## src/rtl/piso_ctrl_if.sv

```systemverilog
// rtl/piso_ctrl_if.sv - parallel-in / serial-out handshake bundle
//
// Purpose: groups the word-side and bit-side handshakes of piso_ctrl.
// Signals:
//   in_valid/in_data/in_ready   parallel word handshake (upstream -> block)
//   ser_ready                   downstream accepts the current serial bit
//   ser_out/ser_valid           serial bit and its qualifier
//   frame_start/frame_last      first / last bit of a word
//   busy                        serialiser active or a word is held
// Modports: master = environment side, slave = piso_ctrl side.
interface piso_ctrl_if #(
    parameter int WIDTH = 4
);
    logic             in_valid;
    logic [WIDTH-1:0] in_data;
    logic             in_ready;
    logic             ser_ready;
    logic             ser_out;
    logic             ser_valid;
    logic             frame_start;
    logic             frame_last;
    logic             busy;

    modport master (
        output in_valid, in_data, ser_ready,
        input  in_ready, ser_out, ser_valid, frame_start, frame_last, busy
    );

    modport slave (
        input  in_valid, in_data, ser_ready,
        output in_ready, ser_out, ser_valid, frame_start, frame_last, busy
    );
endinterface

```

## src/rtl/piso_ctrl.sv

```systemverilog
// rtl/piso_ctrl.sv - word serialiser with one-word holding register
//
// Purpose: accepts parallel words into a holding register and shifts them out
// one bit per accepted serial beat, optionally inserting idle cycles between
// words.
// Ports:
//   clk   single clock, rising edge
//   rst   synchronous active-low reset
//   bus   piso_ctrl_if.slave (word handshake in, serial stream out, busy)
// Parameters: WIDTH (2..32), MSB_FIRST (1 = bit WIDTH-1 first),
//             GAP_CYCLES (0..15 idle cycles after each word).
module piso_ctrl #(
    parameter int WIDTH      = 4,
    parameter int MSB_FIRST  = 1,
    parameter int GAP_CYCLES = 0
) (
    input  logic         clk,
    input  logic         rst,
    piso_ctrl_if.slave   bus
);
    typedef enum logic [1:0] {IDLE, SHIFT, GAP} state_e;

    localparam int                CNT_W    = $clog2(WIDTH);
    localparam logic [CNT_W-1:0]  LAST_BIT = CNT_W'(WIDTH - 1);
    // Gap counter counts down to 0, so it is loaded with GAP_CYCLES-1.
    localparam logic [3:0]        GAP_LOAD = 4'((GAP_CYCLES > 0) ? GAP_CYCLES - 1 : 0);

    state_e             state_q, state_d;
    logic [WIDTH-1:0]   hold_q, hold_d;
    logic               hold_full_q, hold_full_d;
    logic [WIDTH-1:0]   shift_q, shift_d;
    logic [CNT_W-1:0]   bit_cnt_q, bit_cnt_d;
    logic [3:0]         gap_cnt_q, gap_cnt_d;

    logic accept;
    logic advance;
    logic last_bit;
    logic load_word;
    logic ser_valid;

    // All outputs are gated by rst so they read 0 while reset is held,
    // independent of the register contents.
    assign bus.in_ready    = rst & ~hold_full_q;
    assign accept          = bus.in_valid & bus.in_ready;
    assign ser_valid       = rst & (state_q == SHIFT);
    assign advance         = ser_valid & bus.ser_ready;
    assign last_bit        = (bit_cnt_q == LAST_BIT);

    assign bus.ser_valid   = ser_valid;
    assign bus.ser_out     = ser_valid & ((MSB_FIRST != 0) ? shift_q[WIDTH-1] : shift_q[0]);
    assign bus.frame_start = ser_valid & (bit_cnt_q == '0);
    assign bus.frame_last  = ser_valid & last_bit;
    assign bus.busy        = rst & ((state_q != IDLE) | hold_full_q);

    always_comb begin
        state_d     = state_q;
        hold_d      = hold_q;
        hold_full_d = hold_full_q;
        shift_d     = shift_q;
        bit_cnt_d   = bit_cnt_q;
        gap_cnt_d   = gap_cnt_q;
        load_word   = 1'b0;

        // accept and load_word never coincide: accept needs hold empty,
        // load_word needs hold full.
        if (accept) begin
            hold_d      = bus.in_data;
            hold_full_d = 1'b1;
        end

        case (state_q)
            IDLE: begin
                if (hold_full_q) begin
                    load_word = 1'b1;
                    state_d   = SHIFT;
                end
            end
            SHIFT: begin
                if (advance) begin
                    if (last_bit) begin
                        if (GAP_CYCLES == 0) begin
                            // Chain straight into the held word with no bubble.
                            if (hold_full_q) begin
                                load_word = 1'b1;
                            end else begin
                                state_d = IDLE;
                            end
                        end else begin
                            gap_cnt_d = GAP_LOAD;
                            state_d   = GAP;
                        end
                    end else begin
                        if (MSB_FIRST != 0) begin
                            shift_d = {shift_q[WIDTH-2:0], 1'b0};
                        end else begin
                            shift_d = {1'b0, shift_q[WIDTH-1:1]};
                        end
                        bit_cnt_d = bit_cnt_q + 1'b1;
                    end
                end
            end
            GAP: begin
                if (gap_cnt_q == 4'd0) begin
                    if (hold_full_q) begin
                        load_word = 1'b1;
                        state_d   = SHIFT;
                    end else begin
                        state_d = IDLE;
                    end
                end else begin
                    gap_cnt_d = gap_cnt_q - 4'd1;
                end
            end
            default: state_d = IDLE;
        endcase

        if (load_word) begin
            shift_d     = hold_q;
            hold_full_d = 1'b0;
            bit_cnt_d   = '0;
        end
    end

    always_ff @(posedge clk) begin
        if (!rst) begin
            state_q     <= IDLE;
            hold_q      <= '0;
            hold_full_q <= 1'b0;
            shift_q     <= '0;
            bit_cnt_q   <= '0;
            gap_cnt_q   <= '0;
        end else begin
            state_q     <= state_d;
            hold_q      <= hold_d;
            hold_full_q <= hold_full_d;
            shift_q     <= shift_d;
            bit_cnt_q   <= bit_cnt_d;
            gap_cnt_q   <= gap_cnt_d;
        end
    end
endmodule

```

## src/flat_wrapper.sv

```systemverilog
// flat-port wrapper written by rule: the top's interface ports become plain ports
module piso_ctrl_flat 
#(
    parameter int WIDTH      = 4,
    parameter int MSB_FIRST  = 1,
    parameter int GAP_CYCLES = 0
)
  (clk, rst, bus_in_valid, bus_in_data, bus_ser_ready, bus_in_ready, bus_ser_out, bus_ser_valid, bus_frame_start, bus_frame_last, bus_busy);
  piso_ctrl_if #(.WIDTH(WIDTH)) bus_i ();
  input  logic clk;
  input  logic rst;
  input wire logic [$bits(bus_i.in_valid)-1:0] bus_in_valid;
  input wire logic [$bits(bus_i.in_data)-1:0] bus_in_data;
  input wire logic [$bits(bus_i.ser_ready)-1:0] bus_ser_ready;
  output wire logic [$bits(bus_i.in_ready)-1:0] bus_in_ready;
  output wire logic [$bits(bus_i.ser_out)-1:0] bus_ser_out;
  output wire logic [$bits(bus_i.ser_valid)-1:0] bus_ser_valid;
  output wire logic [$bits(bus_i.frame_start)-1:0] bus_frame_start;
  output wire logic [$bits(bus_i.frame_last)-1:0] bus_frame_last;
  output wire logic [$bits(bus_i.busy)-1:0] bus_busy;
  assign bus_i.in_valid = bus_in_valid;
  assign bus_i.in_data = bus_in_data;
  assign bus_i.ser_ready = bus_ser_ready;
  assign bus_in_ready = bus_i.in_ready;
  assign bus_ser_out = bus_i.ser_out;
  assign bus_ser_valid = bus_i.ser_valid;
  assign bus_frame_start = bus_i.frame_start;
  assign bus_frame_last = bus_i.frame_last;
  assign bus_busy = bus_i.busy;
  piso_ctrl #(.WIDTH(WIDTH), .MSB_FIRST(MSB_FIRST), .GAP_CYCLES(GAP_CYCLES)) u_core (.clk(clk), .rst(rst), .bus(bus_i));
endmodule
```

## config.mk

```make
export PLATFORM = sky130hd
export DESIGN_NAME = piso_ctrl_flat
export DESIGN_NICKNAME = d
export VERILOG_FILES = /design/src/rtl/piso_ctrl_if.sv /design/src/rtl/piso_ctrl.sv /design/src/flat_wrapper.sv
export SDC_FILE = /design/constraint.sdc
export NUM_CORES = 1
export LEC_CHECK = 0
export ABC_AREA = 1
export CAP_MARGIN = 20
export CORE_MARGIN = 5
export CORE_UTILIZATION = 45
export CTS_BUF_LIST = sky130_fd_sc_hd__clkbuf_2
export CTS_CLUSTER_DIAMETER = 80
export DETAILED_ROUTE_END_ITERATION = 12
export GPL_TIMING_DRIVEN = 0
export HOLD_SLACK_MARGIN = 0.02
export PLACE_DENSITY_LB_ADDON = 0.12
export SLEW_MARGIN = 20
export SYNTH_ARGS = -nofsm -noshare
export SYNTH_HDL_FRONTEND = slang
export SYNTH_SLANG_ARGS = --single-unit
```

## constraint.sdc

```tcl
create_clock -name clk -period 1 [get_ports clk]
set_input_delay 0.15 -clock clk [delete_from_list [all_inputs] [get_ports clk]]
set_output_delay 0.15 -clock clk [all_outputs]
set_load 0.005 [all_outputs]
```

Word-level counts from Yosys, hierarchy flattened

Cells that the tools add are included.

Output and inout bits: 6
Logic and storage cells: 57
Bits in registers: 17

Bitwise operators: 13
Mux-type cells: 16
Reduce and logical (&&, ||, !) cells: 11
Equality and inequality tests: 9
Add/subtract/negate cells: 2

Operators by type and width:

| operator                                                                | number |
|---|---|
| 4-bit two-way mux                                                       | 4 |
| 2-bit two-way mux                                                       | 5 |
| 1-bit AND                                                               | 8 |
| 2-bit by 1-bit inequality test with 1-bit output, second input constant | 4 |
| 2-bit one-hot mux with 3 select lines                                   | 1 |
| 3-bit AND reduction                                                     | 2 |
| 2-bit nonzero test                                                      | 3 |
| 1-bit two-way mux                                                       | 5 |
| 5-bit AND reduction                                                     | 1 |
| 2-bit equality test, second input constant                              | 2 |
| 2-bit logical NOT                                                       | 2 |
| 4-bit logical NOT                                                       | 1 |
| 2-bit inequality test, second input constant                            | 2 |
| 1-bit NOT                                                               | 4 |
| 4-bit by 1-bit subtractor with 4-bit output, second input constant      | 1 |
| 1-bit one-hot mux with 3 select lines                                   | 1 |
| 2-bit by 1-bit adder with 2-bit output, second input constant           | 1 |
| 2-bit by 1-bit equality test with 1-bit output, second input constant   | 1 |
| 2-bit AND reduction                                                     | 1 |
| 2-bit OR reduction                                                      | 1 |
| 1-bit OR                                                                | 1 |

Logic depth before layout (Yosys ltp)

Word-level depth: 7
Depth in mapped cells: 9

Worst setup path after synthesis

OpenSTA, ideal clock, no wires.

Path kind: register to register
Start: reg u_core.bit_cnt_q[0]
End: reg u_core.shift_q[2]
Stages on the path, launching flop included: 10
Path slack: -0.108 ns
Clock period less this slack: 1.108 ns
Data arrival time: 0.988 ns
Path through: dfxtp_1 ha_1 nand2_1 inv_1 nand2_4 nand2_4 nand2_2 nand2_1 nor2_1 nor2_1

Longest elaborated chain between the ends: 6
Elaborated cells on any way between the ends: 9
Those cells by class: eq/ne (2); mux (4); reduce/logical (3)

RTL lines:

| what                                                                                | RTL line         | RTL |
|---|---|---|
| from (decl)                                                                         | piso_ctrl.sv:32  | `logic [CNT_W-1:0] bit_cnt_q, bit_cnt_d;` |
| from (signal assigned)                                                              | piso_ctrl.sv:137 | `bit_cnt_q <= bit_cnt_d;` |
| 2-bit equality test (*)                                                             | piso_ctrl.sv:47  | `assign last_bit = (bit_cnt_q == LAST_BIT);` |
| 1-bit two-way mux                                                                   | piso_ctrl.sv:80  | `if (last_bit) begin` |
| 1-bit two-way mux                                                                   | piso_ctrl.sv:79  | `if (advance) begin` |
| 1-bit one-hot mux with 3 select lines                                               | piso_ctrl.sv:71  | `case (state_q)` |
| 2-bit inequality test (no source line) / 2-bit nonzero test (equally long branches) | n/a              |  |
| 3-bit AND reduction (no source line)                                                | n/a              |  |
| to (signal assigned)                                                                | piso_ctrl.sv:136 | `shift_q <= shift_d;` |
| to (decl)                                                                           | piso_ctrl.sv:31  | `logic [WIDTH-1:0] shift_q, shift_d;` |

Every way passes the cells marked *; elsewhere a longest branch is shown, timed or not.
A chain may end at the register's enable or synchronous reset.

Worst setup path in the final report

Start: reg u_core.bit_cnt_q[0]
End: out bus_frame_last

Longest elaborated chain between the ends: 2

RTL lines:

| what                | RTL line           | RTL |
|---|---|---|
| 2-bit equality test | piso_ctrl.sv:47    |  |
| 1-bit AND           | piso_ctrl.sv:52    | `assign bus.frame_last = ser_valid & last_bit;` |
| to (decl)           | flat_wrapper.sv:19 | `output wire logic [$bits(bus_i.frame_last)-1:0] bus_frame_last;` |

Every way passes these cells.

==> results.md <==
- Synthesized area per cell: 7.11 µm²
- Clock slew at reported path FFs: 0.12 ns
- Total Routing Usage GR: 16.4%
- Number of distinct library cells after synthesis: 17
- Layout cells sized above 1: 46.7%
- Number of instances in the synthesized netlist: 89
- Pins over their slew limit: 0
- R2r worst-path depth: 7
- X dimension of the die: 47.5 µm
- Total Wirelength: 1600 µm
- Worst hold slack after final layout: 0.120 ns
- Max FO, Critical Path: 4
- Residual DRC: 0
- CP startpoint kind: register
- Slew of the pin with the lowest slew margin: 0.264 ns
- Antenna violations before repair: 0
- Area of the core: 1320 µm²
- Critical Path RT: 0.85 ns
- Worst slew slack as a fraction of its limit: 82.3%
- Unrepaired setup endpoints after global routing: true
- Share of the cycle needed by the critical path after routing: 128%
- Maximum number of pins on one net before global-route repair: 11
- Wire length of the first global-routing pass: 2520 µm
- Power Density: 1030 nW/µm²
- Number of warnings reported in the yosys synthesis log: 0
- Final-layout fill cell count: 108
- Final setup skew: 0.00894 ns
- Tightest Hold Check Type: in2reg
- Leakage dissipation: 0.000467 µW
- Worst hold path depth: 3
- Port-buffer cells: 12
- Synthesized area: 633 µm²
- Half-perimeter wire length after placement: 903 µm
- TritonCTS Buffers: 3
- Area growth, synth to finish: 55.7%
- Root Buffer Master: sky130_fd_sc_hd__clkbuf_2
- FP Rows: 13
- Max Cap Viol: 0
- IR Drop Worst-Case VDD: 895 µV
- Vias per cell: 4.90
- Boundary pin count: 14
- Maximum count of clock buffers along a single path: 2
- Count of final hold-check violations: 0
- Crit path DAT: 1.13 ns
- Clk Latency, worst-skew pair: 0.28 ns
- Ant diodes: 0
- Worst setup slack before clock tree synthesis: -0.359 ns
- F_max: 782 MHz
- Number of DRC violations after detailed-routing iteration 0: 13
- Final setup violating endpoints: 13
- Number of global-route vias before repair: 604
- Post-layout minimum cycle time: 1.28 ns
- Number of detailed-route iterations in the first pass: 4
- Deepest level of the CTS H-tree: 1
- Total number of vias: 662
- Die outline area: 2260 µm²
- Placer congestion estimate: 0.792
- PnR worst setup slack: -0.278 ns
- Result of the run: finished, violations left
- Capturing element type of the critical path: output pin
- CTS tree: built
- Chip Height: 47.5 µm
- Number of synthesized register bits: 12
- Number of sinks handled by clock tree synthesis: 12
- Violated checks: setup timing
- Remaining antenna violation count after routing: 0
- Type of the worst setup path: reg2out
- Core occupancy in the finished layout: 74.8%
- Share of the yosys chip area belonging to registers: 37.9%
- Grt total ovfl: 0
- Starting density of the core: 48.1%
- WL per Instance: 11.8 µm
- Synth Net Count: 99
- Count of nets after finishing: 131
## cell usage after synthesis
| master | count | share of area (%) |
|---|---|---|
| sky130_fd_sc_hd__nand2_2 | 2 | 2.0 |
| sky130_fd_sc_hd__nor2_1 | 8 | 4.7 |
| sky130_fd_sc_hd__nand2_1 | 24 | 14 |
| sky130_fd_sc_hd__nor3_4 | 1 | 2.6 |
| sky130_fd_sc_hd__inv_1 | 14 | 8.3 |
| sky130_fd_sc_hd__buf_6 | 1 | 1.8 |
| sky130_fd_sc_hd__dfxtp_1 | 12 | 38 |
| sky130_fd_sc_hd__nand3_1 | 3 | 2.4 |
| sky130_fd_sc_hd__o21ai_1 | 1 | 0.79 |
| sky130_fd_sc_hd__nor2_4 | 1 | 1.8 |
| sky130_fd_sc_hd__nand2_4 | 3 | 5.3 |
| sky130_fd_sc_hd__a21oi_1 | 5 | 4.0 |
| sky130_fd_sc_hd__nor2_2 | 1 | 0.99 |
| sky130_fd_sc_hd__nand4_1 | 5 | 4.9 |
| sky130_fd_sc_hd__inv_2 | 2 | 1.2 |
| sky130_fd_sc_hd__o21ai_0 | 4 | 3.2 |
| sky130_fd_sc_hd__ha_1 | 2 | 4.0 |
## layout make-up
cell class                 instances  area (µm²)  area share, %
tap                               15        18.8           1.90
multi-input combinational         60         383           38.8
timing repair buffer              27         239           24.2
inverter                          16        67.6           6.85
buffer                             1        11.3           1.14
sequential                        12         248           25.1
clock buffer                       3        15.0           1.52
clock inverter                     1        3.75          0.381
## worst paths after layout
check,startpoint,end,slack [ns]
worst max-delay path,u_core.bit_cnt_q[0],bus_frame_last,-0.28
worst min-delay path,rst,u_core.shift_q[1],0.12
worst max register to register,u_core.bit_cnt_q[1],u_core.bit_cnt_q[0],-0.25
worst min register to register,u_core.hold_q[1],u_core.hold_q[1],0.48
## worst max-delay path: stages, from the launching register on
cell and delay, ns:
sky130_fd_sc_hd__dfxtp_2 0.37, sky130_fd_sc_hd__buf_6 0.10, sky130_fd_sc_hd__ha_4 0.16, sky130_fd_sc_hd__inv_2 0.04
sky130_fd_sc_hd__nor2_1 0.07, sky130_fd_sc_hd__buf_2 0.11
## cell usage in the layout (no fill, tap or decap)
| master | count |
|---|---|
| sky130_fd_sc_hd__o21ai_0 | 2 |
| sky130_fd_sc_hd__nand4_1 | 5 |
| sky130_fd_sc_hd__nor2_2 | 1 |
| sky130_fd_sc_hd__nand3_1 | 3 |
| sky130_fd_sc_hd__dfxtp_1 | 8 |
| sky130_fd_sc_hd__inv_4 | 3 |
| sky130_fd_sc_hd__inv_2 | 4 |
| sky130_fd_sc_hd__a21oi_2 | 5 |
| sky130_fd_sc_hd__nor2_4 | 2 |
| sky130_fd_sc_hd__dfxtp_4 | 1 |
| sky130_fd_sc_hd__inv_1 | 9 |
| sky130_fd_sc_hd__buf_4 | 7 |
| sky130_fd_sc_hd__clkinv_1 | 1 |
| sky130_fd_sc_hd__nand2_2 | 6 |
| sky130_fd_sc_hd__nand2_4 | 3 |
| sky130_fd_sc_hd__clkbuf_2 | 3 |
| sky130_fd_sc_hd__clkdlybuf4s50_1 | 6 |
| sky130_fd_sc_hd__o21ai_1 | 3 |
| sky130_fd_sc_hd__nor2_1 | 7 |
| sky130_fd_sc_hd__nand2_1 | 20 |
| sky130_fd_sc_hd__nor3_4 | 1 |
| sky130_fd_sc_hd__buf_2 | 5 |
| sky130_fd_sc_hd__ha_4 | 2 |
| sky130_fd_sc_hd__buf_6 | 10 |
| sky130_fd_sc_hd__dfxtp_2 | 3 |
## power breakdown
part / total, µW / leakage, µW / internal [µW] / switching, µW
Combinational: 237 / 0.000353 / 118 / 119
Sequential: 522 / 0.000100 / 505 / 17.1
Clock: 252 / 0.0000140 / 86.8 / 165
## routing by layer
layer,global-route usage (%),wire (µm),vias to the layer above
met1,18.8,683,297
met2,27.8,805,16
li1,-,-,345
met3,4.51,86,4
met5,0,0,-
met4,7.73,21,0
## flip-flops by register name, indices dropped and copies added, names as in the netlist
| register | count |
|---|---|
| u_core.hold_full_q | 1 |
| u_core.state_q | 1 |
| u_core.shift_q | 4 |
| u_core.hold_q | 4 |
| u_core.bit_cnt_q | 2 |
## cell families (layout without fill, tap and decap cells)
| logic type | after synthesis | after routing | synth area share, % |
|---|---|---|---|
| and+or+nand+nor | 48 | 48 | 38.9 |
| buffers and inverters | 17 | 48 | 11.3 |
| DFF | 12 | 12 | 37.9 |
| adders and majority gates | 2 | 2 | 3.95 |
| AOI/OAI and AO/OA | 10 | 10 | 7.90 |
## through the flow
| stage | TNS, ns | std cells | area, µm² | total power, µW |
|---|---|---|---|---|
| after floorplan | -0.113 | 89 | 656 | 633 |
| after global placement | -4.40 | 116 | 795 | 696 |
| after detailed placement | -4.65 | 116 | 795 | 699 |
| after CTS | -2.41 | 134 | 952 | 990 |
| after global routing | -3.40 | 135 | 986 | 1060 |
| final | -2.58 | 135 | 986 | 1010 |
## what timing repair did
item                                    in CTS  in global routing
resized for setup                           44                 11
hold buffers                                 0                  0
pin swaps                                   11                  4
buffers inserted                            14                  2
endpoints found under the setup margin      14                 17
(Power assumes the default switching activity.)
